**src/rtl/fifo_stream_pkg.sv**
```systemverilog
// fifo_stream_pkg: shared constants and types for fifo_stream_reader.
package fifo_stream_pkg;

    localparam int SKID_DEPTH = 2;

    typedef logic [1:0]  skid_cnt_t;
    typedef logic [15:0] beat_cnt_t;
    typedef logic [31:0] stat_cnt_t;

    // Saturating increment for the statistics counters.
    function automatic stat_cnt_t stat_inc(input stat_cnt_t v);
        return (v == '1) ? v : v + stat_cnt_t'(1);
    endfunction

endpackage

```
**src/rtl/fifo_stream_skid.sv**
```systemverilog
// fifo_stream_skid: 2-entry in-order valid/ready buffer. The head entry is
// a register that drives the stream data directly, so data is stable while
// the consumer stalls. The caller never pushes into a full buffer without
// popping in the same cycle, and never pops an empty one.
module fifo_stream_skid
    import fifo_stream_pkg::*;
#(
    parameter int DWIDTH = 32
) (
    input  logic              clk,
    input  logic              rst_n,
    input  logic              push,
    input  logic [DWIDTH-1:0] push_data,
    input  logic              pop,
    output skid_cnt_t         count,
    output logic [DWIDTH-1:0] head_data,
    output logic              valid
);

    logic [DWIDTH-1:0] tail_data;

    // Entry storage and occupancy; the tail shifts into the head on pop.
    always_ff @(posedge clk or negedge rst_n) begin
        if (!rst_n) begin
            count     <= '0;
            head_data <= '0;
            tail_data <= '0;
        end else begin
            case ({push, pop})
                2'b10: begin
                    if (count == skid_cnt_t'(0)) head_data <= push_data;
                    else                         tail_data <= push_data;
                    count <= count + skid_cnt_t'(1);
                end
                2'b01: begin
                    head_data <= tail_data;
                    count     <= count - skid_cnt_t'(1);
                end
                2'b11: begin
                    if (count == skid_cnt_t'(1)) begin
                        head_data <= push_data;
                    end else begin
                        head_data <= tail_data;
                        tail_data <= push_data;
                    end
                end
                default: ;
            endcase
        end
    end

    assign valid = (count != skid_cnt_t'(0));

endmodule

```
**src/rtl/fifo_stream_reader.sv**
```systemverilog
// fifo_stream_reader: pops words from a synchronous FIFO read port and
// presents them as a valid/ready stream with a per-packet last flag.
// FIFO read latency (FWFT=1 same cycle, FWFT=0 next cycle) is absorbed by a
// 2-entry buffer so a ready consumer sees one beat per cycle.
// Optional statistics outputs are built when FIFO_STREAM_READER_STATS_EN is
// defined.
module fifo_stream_reader
    import fifo_stream_pkg::*;
#(
    parameter int DWIDTH  = 32,
    parameter int FWFT    = 1,
    parameter int PKT_LEN = 16
) (
    input  logic              clk,
    input  logic              rst_n,
    input  logic              en_i,
    input  logic [DWIDTH-1:0] data_i,
    input  logic              empty_i,
    output logic              rd_o,
    output logic [DWIDTH-1:0] m_data_o,
    output logic              m_valid_o,
    output logic              m_last_o,
    input  logic              m_ready_i
`ifdef FIFO_STREAM_READER_STATS_EN
    ,
    output stat_cnt_t         stat_beats_o,
    output stat_cnt_t         stat_pkts_o,
    output stat_cnt_t         stat_stall_o
`endif
);

    localparam beat_cnt_t LAST_BEAT = beat_cnt_t'(PKT_LEN - 1);

    skid_cnt_t count;
    skid_cnt_t occupancy;
    beat_cnt_t beat_cnt;
    logic      inflight;
    logic      push;
    logic      pop;

    assign pop       = m_valid_o && m_ready_i;
    assign occupancy = count + skid_cnt_t'(inflight);

    // A read is allowed while a slot is free counting the in-flight word, or
    // when a pop this cycle frees one. rst_n gates the strobe so nothing is
    // read from the FIFO while the buffer is held in reset.
    assign rd_o = rst_n && en_i && !empty_i &&
                  ((occupancy < skid_cnt_t'(SKID_DEPTH)) || pop);

    generate
        if (FWFT != 0) begin : g_fwft
            assign inflight = 1'b0;
            assign push     = rd_o;
        end else begin : g_reg
            // Registered FIFO: the word requested this cycle arrives next cycle.
            always_ff @(posedge clk or negedge rst_n) begin
                if (!rst_n) inflight <= 1'b0;
                else        inflight <= rd_o;
            end
            assign push = inflight;
        end
    endgenerate

    fifo_stream_skid #(
        .DWIDTH(DWIDTH)
    ) u_skid (
        .clk       (clk),
        .rst_n     (rst_n),
        .push      (push),
        .push_data (data_i),
        .pop       (pop),
        .count     (count),
        .head_data (m_data_o),
        .valid     (m_valid_o)
    );

    // Beat position within the current packet; advances only on a pop.
    always_ff @(posedge clk or negedge rst_n) begin
        if (!rst_n)  beat_cnt <= '0;
        else if (pop) beat_cnt <= (beat_cnt == LAST_BEAT) ? '0 : beat_cnt + beat_cnt_t'(1);
    end

    assign m_last_o = m_valid_o && (beat_cnt == LAST_BEAT);

`ifdef FIFO_STREAM_READER_STATS_EN
    // Saturating counters for delivered beats, packets and stall cycles.
    always_ff @(posedge clk or negedge rst_n) begin
        if (!rst_n) begin
            stat_beats_o <= '0;
            stat_pkts_o  <= '0;
            stat_stall_o <= '0;
        end else begin
            if (pop)                     stat_beats_o <= stat_inc(stat_beats_o);
            if (pop && m_last_o)         stat_pkts_o  <= stat_inc(stat_pkts_o);
            if (m_valid_o && !m_ready_i) stat_stall_o <= stat_inc(stat_stall_o);
        end
    end
`endif

endmodule

```
**config.mk**
```make
export PLATFORM = sky130hd
export DESIGN_NAME = fifo_stream_reader
export DESIGN_NICKNAME = d
export VERILOG_FILES = /design/src/rtl/fifo_stream_pkg.sv /design/src/rtl/fifo_stream_skid.sv /design/src/rtl/fifo_stream_reader.sv
export SDC_FILE = /design/constraint.sdc
export NUM_CORES = 1
export LEC_CHECK = 0
export BUFFER_PORTS_ARGS = -buffer_cell sky130_fd_sc_hd__buf_2
export CORE_MARGIN = 10
export CORE_UTILIZATION = 55
export DETAILED_ROUTE_END_ITERATION = 10
export GPL_ROUTABILITY_DRIVEN = 0
export GPL_TIMING_DRIVEN = 0
export PLACE_DENSITY = 0.8
export SKIP_LAST_GASP = 1
export SLEW_MARGIN = 20
export SYNTH_ARGS = -nofsm -noshare
export SYNTH_HDL_FRONTEND = slang
export SYNTH_SLANG_ARGS = --single-unit
```
**constraint.sdc**
```tcl
create_clock -name clk -period 4.2 [get_ports clk]
set_input_delay 0.42 -clock clk [delete_from_list [all_inputs] [get_ports clk]]
set_output_delay 0.42 -clock clk [all_outputs]
set_load 0.005 [all_outputs]
```
# Yosys cells after proc, flatten, opt, wreduce, memory -nomap -nowiden
# Index checks and enable logic that the tools add are counted.
[classes] n_addsub=3 n_lt_le_gt_ge=1 eq_ne=8 mux=8 n_reduce_logical=14
[ops] operator="$mux 32" count=4
[ops] operator="$pmux 32 s3" count=1
[ops] operator="$pmux 32 s2" count=1
[ops] operator="$add 16x1->16 const B" count=1
[ops] operator="$eq 16x4->1 const B" count=1
[ops] operator="$mux 16" count=1
[ops] operator="$reduce_bool 2->1" count=3
[ops] operator="$logic_and 1x1->1" count=5
[ops] operator="$eq 2x1->1 const B" count=2
[ops] operator="$eq 2x2->1 const B" count=2
[ops] operator="$ne 2x2->1 const B" count=2
[ops] operator="$pmux 2 s2" count=1
[ops] operator="$reduce_and 3->1" count=1
[ops] operator="$reduce_bool 3->1" count=1
[ops] operator="$add 2x1->2 const B" count=1
[ops] operator="$logic_not 2->1" count=1
[ops] operator="$lt 2x2->1 const B" count=1
[ops] operator="$ne 2x1->1 const B" count=1
[ops] operator="$reduce_and 2->1" count=1
[ops] operator="$sub 2x1->2 const B" count=1
[ops] operator="$logic_not 1->1" count=1
[ops] operator="$logic_or 1x1->1" count=1
[word_totals] reg_bits=82 input_bits=37 out_inout_bits=35 wordCells=38

# Logic depth before layout (Yosys ltp)
[logic_depth] depth_word=7 depth_mapped=12 depth_no_buf=10

# Modules after synthesis
# From an unflattened synthesis, not the netlist that was laid out.
[hier_totals] cells_unflattened=351 hier_area_um2=3822.4
[by_module_without_submodules] module="fifo_stream_skid" n_inst=1 cells_each=276 area_per_inst_um2=3032.9 seq_area_each_um2=1651.6
[by_module_without_submodules] module="fifo_stream_reader" n_inst=1 cells_each=75 area_per_inst_um2=789.5 seq_area_each_um2=400.4

# Worst setup path after synthesis
# No wires, ideal clock.
[synth_path] path_kind="register -> register" start="register u_skid.count[1]" end="register u_skid.tail_data[10]" arrival_ns=2.383 t_required_ns=4.075 slack_ns=1.693 stages_incl_launch_ff=11 path_buffers=2 synth_period_minus_slack_ns=2.507 cell_sequence="dfrtp_1 inv_1 ha_1 nand2b_4 buf_2 a21o_1 inv_1 ha_1 o211ai_1 buf_2 mux2_2"
[synth_between] elab_chain_cells=7 word_cells_on_any_way=14 cone_classes="order compare: 1; eq/ne: 5; mux: 1; reduce/logical: 7"
[synth_rtl] element="start, declared" line_no="fifo_stream_skid.sv:15" rtl="output skid_cnt_t count,"
[synth_rtl] element="start signal, assigned" line_no="fifo_stream_skid.sv:33" rtl="count <= count + skid_cnt_t'(1);"
[synth_rtl] element="start signal, assigned" line_no="fifo_stream_skid.sv:37" rtl="count <= count - skid_cnt_t'(1);"
[synth_rtl] element="branches (longest 2 deep; another with $lt 2x2->1)"
[synth_rtl] element="$logic_or 1x1->1 *" line_no="fifo_stream_reader.sv:48" rtl="((occupancy < skid_cnt_t'(SKID_DEPTH)) || pop);"
[synth_rtl] element="$logic_and 1x1->1 *" line_no="fifo_stream_reader.sv:47" rtl="assign rd_o = rst_n && en_i && !empty_i &&"
[synth_rtl] element="named net rd_o" line_no="fifo_stream_reader.sv:19" rtl="output logic rd_o,"
[synth_rtl] element="$eq 2x2->1" line_no="fifo_stream_skid.sv:29" rtl="case ({push, pop})"
[synth_rtl] element="$ne 2x2->1 (no line) or $reduce_bool 2->1 (tied branches)"
[synth_rtl] element="$reduce_and 3->1 (no line)"
[synth_rtl] element="end signal, assigned" line_no="fifo_stream_skid.sv:32" rtl="else tail_data <= push_data;"
[synth_rtl] element="end signal, assigned" line_no="fifo_stream_skid.sv:44" rtl="tail_data <= push_data;"
[synth_rtl] element="end, declared" line_no="fifo_stream_skid.sv:20" rtl="logic [DWIDTH-1:0] tail_data;"
# Mark *: on every way through the listed nets, which the timed path passes.
# A chain may end at the register's enable or synchronous reset.

# Final worst setup path
[layout_path] start="register u_skid.count[1]" end="register u_skid.tail_data[9]"
[layout_between] elab_chain_cells=7 word_cells_on_any_way=14 cone_classes="order compare: 1; eq/ne: 5; mux: 1; reduce/logical: 7"
[layout_rtl] element="branches (longest 7 deep; another with $lt 2x2->1)"
# Parallel ways; which one is timed is not known.

==> results.sh <==
export IMPL_required_ns=4.42
export IMPL_clkTransAtPathRegs_ns=0.08
export IMPL_arrival_ns=3.18
export IMPL_wl_met1_um=3340
export IMPL_synth_compound_area_frac=0.135
export IMPL_rr_endpoint="u_skid.tail_data[9]$_DFFE_PN0P_"
export IMPL_fp_dieH_um=101
export IMPL_drcViolationCount=0
export IMPL_worstPathMaxFanout=10
export IMPL_cts_buffers=9
export IMPL_drive_above_1_share=0.358
export IMPL_place_area_um2=4040
export IMPL_fin_ws_ns=1.24
export IMPL_grt_pass1_vias=2722
export IMPL_antenna_found_initial=0
export IMPL_power_frac_seq=0.472
export IMPL_whs_ns=0.0473
export IMPL_die_area_um2=10100
export IMPL_cellLeakagePower_nw=1.96
export IMPL_min_path_type="input pin to asynchronous set/reset pin"
export IMPL_start_kind="register"
export IMPL_wl_per_cell_um=16.5
export IMPL_ys_warn_count=0
export IMPL_reg2reg_depth=10
export IMPL_syn_num_nets=347
export IMPL_synth_edf_count=0
export IMPL_fin_tns_setup_ns=0
export IMPL_critPathLaunch="u_skid.count[1]$_DFFE_PN0P_"
export IMPL_p_per_area_nw_per_um2=677
export IMPL_worstSetupPathType="register to register"
export IMPL_die_w_um=101
export IMPL_grt_use_total=0.155
export IMPL_ios=72
export IMPL_n_antenna_cell=0
export IMPL_relSlewSlack=0.628
export IMPL_hold_violations=0
export IMPL_postLayoutCellArea_um2=4210
export IMPL_ctsResizeCount=0
export IMPL_fmaxAchievable_mhz=338
export IMPL_setup_viol=0
export IMPL_critPathCaptureType="register"
export IMPL_synth_ff_type="dfrtp_1"
export IMPL_synth_seq_cells=82
export IMPL_ant_nets=0
export IMPL_wl_met2_um=3870
export IMPL_syn_inst=304
export IMPL_vias=2563
export IMPL_vias_per_cell=5.48
export IMPL_cts_hold_buf=0
export IMPL_synth_simple_gate_area_frac=0.0986
export IMPL_synth_area_per_cell_um2=11.7
export IMPL_timing_final_max_slew_violations=0
export IMPL_tritoncts="built"
export IMPL_cts_buffer_depth=2
export IMPL_critPathCapture="u_skid.tail_data[9]$_DFFE_PN0P_"
export IMPL_drt_first_pass_iters=4
export IMPL_cts_root_buffer="clkbuf_8"
export IMPL_ys_types=31
export IMPL_fin_worst_skew_ns=0.00737
export IMPL_fillers=508
export IMPL_synth_adder_area_share=0.0210
export IMPL_synth_xor_area_share=0.0344
export IMPL_cts_setup_buffers=0
export IMPL_worstSkewPairLatency_ns=0.34
export IMPL_clkSinkCount=82
export IMPL_netSwitchingFraction=0.344
export IMPL_pre_cts_ws_ns=1.24
export IMPL_p_clk_frac=0.173
export IMPL_met3_length_um=498
export IMPL_area_growth_pct=18.1
export IMPL_vdd_drop_max_mv=0.377
export IMPL_synthArstFlopShare=1.00
export IMPL_fin_nets=430
export IMPL_dr_max_layer_used="met4"
export IMPL_worstMarginPinSlew_ns=0.557
export IMPL_place_inst=453
export IMPL_r2r_start="u_skid.count[1]$_DFFE_PN0P_"
export IMPL_drt_initial_drc_count=87
export IMPL_htreeDepth=3
export IMPL_fin_crit_sh=0.704
export IMPL_rsz0062_at_grt="no"
export IMPL_ys_seq_area_frac=0.575
export IMPL_p_int_w=0.00187
export IMPL_grt_ovfl_total=0
export IMPL_core_area_um2=6310
export IMPL_synthMuxAreaShare=0.101
export IMPL_fin_cells=468
export IMPL_synth_top_family_by_area="compound AO/OA/AOI/OAI gates"
export IMPL_grt_max_degree=44
export IMPL_power_switching_w=0.000982
export IMPL_start_util=0.565
export IMPL_wl_um=7740
export IMPL_status="complete, no violations"
export IMPL_r2r_slack_ns=1.24
export IMPL_maxCapViolations=0
export IMPL_hpwl_um=5610
export IMPL_synthesis_area_um2=3570
export IMPL_comb_power_share=0.355
export IMPL_grt_first_pass_wirelength_um=12800
export IMPL_fp_row_count=29
export IMPL_min_period_ns=2.96
export IMPL_portBuffers=71
-- Yosys cell counts, drive strengths merged (3+ instances only) --
cell type  instances  area share
dfrtp             82        0.58
nor2              35       0.037
a21oi             33       0.046
a22oi             32       0.067
mux2              32        0.10
buf               16       0.030
nand2             15       0.016
xnor2             12       0.029
nand3              7      0.0098
ha                 6       0.021
o21ai              6      0.0084
inv                5      0.0053
nand4              3      0.0053
nor3               3      0.0070
nor4               3      0.0053
-- metrics by stage --
| stage | total power [W] | utilization |
|---|---|---|
| 6_report | 0.00285 | 0.667 |
| 5_1_grt | 0.00307 | 0.667 |
| 4_1_cts | 0.00290 | 0.667 |
| 3_5_place_dp | 0.00239 | 0.640 |
| 3_3_place_gp | 0.00232 | 0.637 |
| 2_1_floorplan | 0.00198 | - |
-- area by class of cell --
type / instances / area, um^2 / area share
multi-input combinational: 201 / 1390 / 0.330
clock buffer: 11 / 141 / 0.0336
clock inverter: 4 / 28.8 / 0.00683
inverter: 5 / 18.8 / 0.00446
tap: 77 / 96.3 / 0.0229
buffer: 16 / 106 / 0.0253
sequential: 82 / 2050 / 0.487
timing repair buffer: 72 / 378 / 0.0897
-- registers in the layout (all words and copies together) (netlist names) --
signal	cells
u_skid.head_data	32
u_skid.tail_data	32
beat_cnt	16
u_skid.count	2
-- worst min-delay path by stage --
stage	start	endpoint	cells past startpoint
final	rst_n	beat_cnt[5]$_DFFE_PN0P_	1
after CTS	rst_n	beat_cnt[6]$_DFFE_PN0P_	1
after global routing	rst_n	beat_cnt[6]$_DFFE_PN0P_	1
after global placement	beat_cnt[15]$_DFFE_PN0P_	beat_cnt[15]$_DFFE_PN0P_	1
after detailed placement	rst_n	beat_cnt[5]$_DFFE_PN0P_	1
after floorplan	rst_n	beat_cnt[0]$_DFFE_PN0P_	0
-- placed cells by master (no fill, tap or decap), drive strengths merged, types with 2 or more instances in the layout --
master    Yosys  routed
clkinv        0       2
dfrtp        82      82
and4          2       2
clkbuf        0      11
nand2b        2       2
xnor2        12      12
ha            6       6
clkinvlp      0       2
nor3          3       3
mux2         32      32
inv           5       5
xor2          2       2
nand3         7       7
a22oi        32      32
buf          16      88
o21ai         6       6
nand4         3       3
nand2        15      15
nor4          3       3
nor2         35      35
a21oi        33      33
-- worst max-delay path, cell delays in order (launching register included) --
cell and delay [ns]:
dfrtp_1 0.44, inv_1 0.11, ha_1 0.25, nand2b_4 0.19, buf_2 0.23, a21o_1 0.16, inv_1 0.08, ha_1 0.22
o211ai_1 0.43, buf_2 0.35, mux2_2 0.37
-- power groups by stage --
stage | clock (W) | combinational, W | sequential [W]
after floorplan | 0 | 0.000644 | 0.00134
after global placement | 0 | 0.000987 | 0.00134
after detailed placement | 0 | 0.00104 | 0.00136
after CTS | 0.000513 | 0.00104 | 0.00134
after global routing | 0.000539 | 0.00114 | 0.00139
final | 0.000495 | 0.00101 | 0.00135
-- logic make-up (layout without fill, tap and decap cells) --
| group | after synthesis | in the layout |
|---|---|---|
| muxes | 32 | 32 |
| and+or+nand+nor | 74 | 74 |
| adders and majority gates | 6 | 6 |
| xor gates and xnor gates | 14 | 14 |
| DFF | 82 | 82 |
| buffers and inverters | 21 | 108 |
| AOI/OAI and AO/OA | 75 | 75 |
-- layer usage --
metal | global-route usage | up-vias
li1 | - | 1248
met1 | 0.185 | 1253
met2 | 0.252 | 58
met3 | 0.0549 | 4
met4 | 0.0587 | 0
met5 | 0 | -
Power figures use the tool's default switching activity.
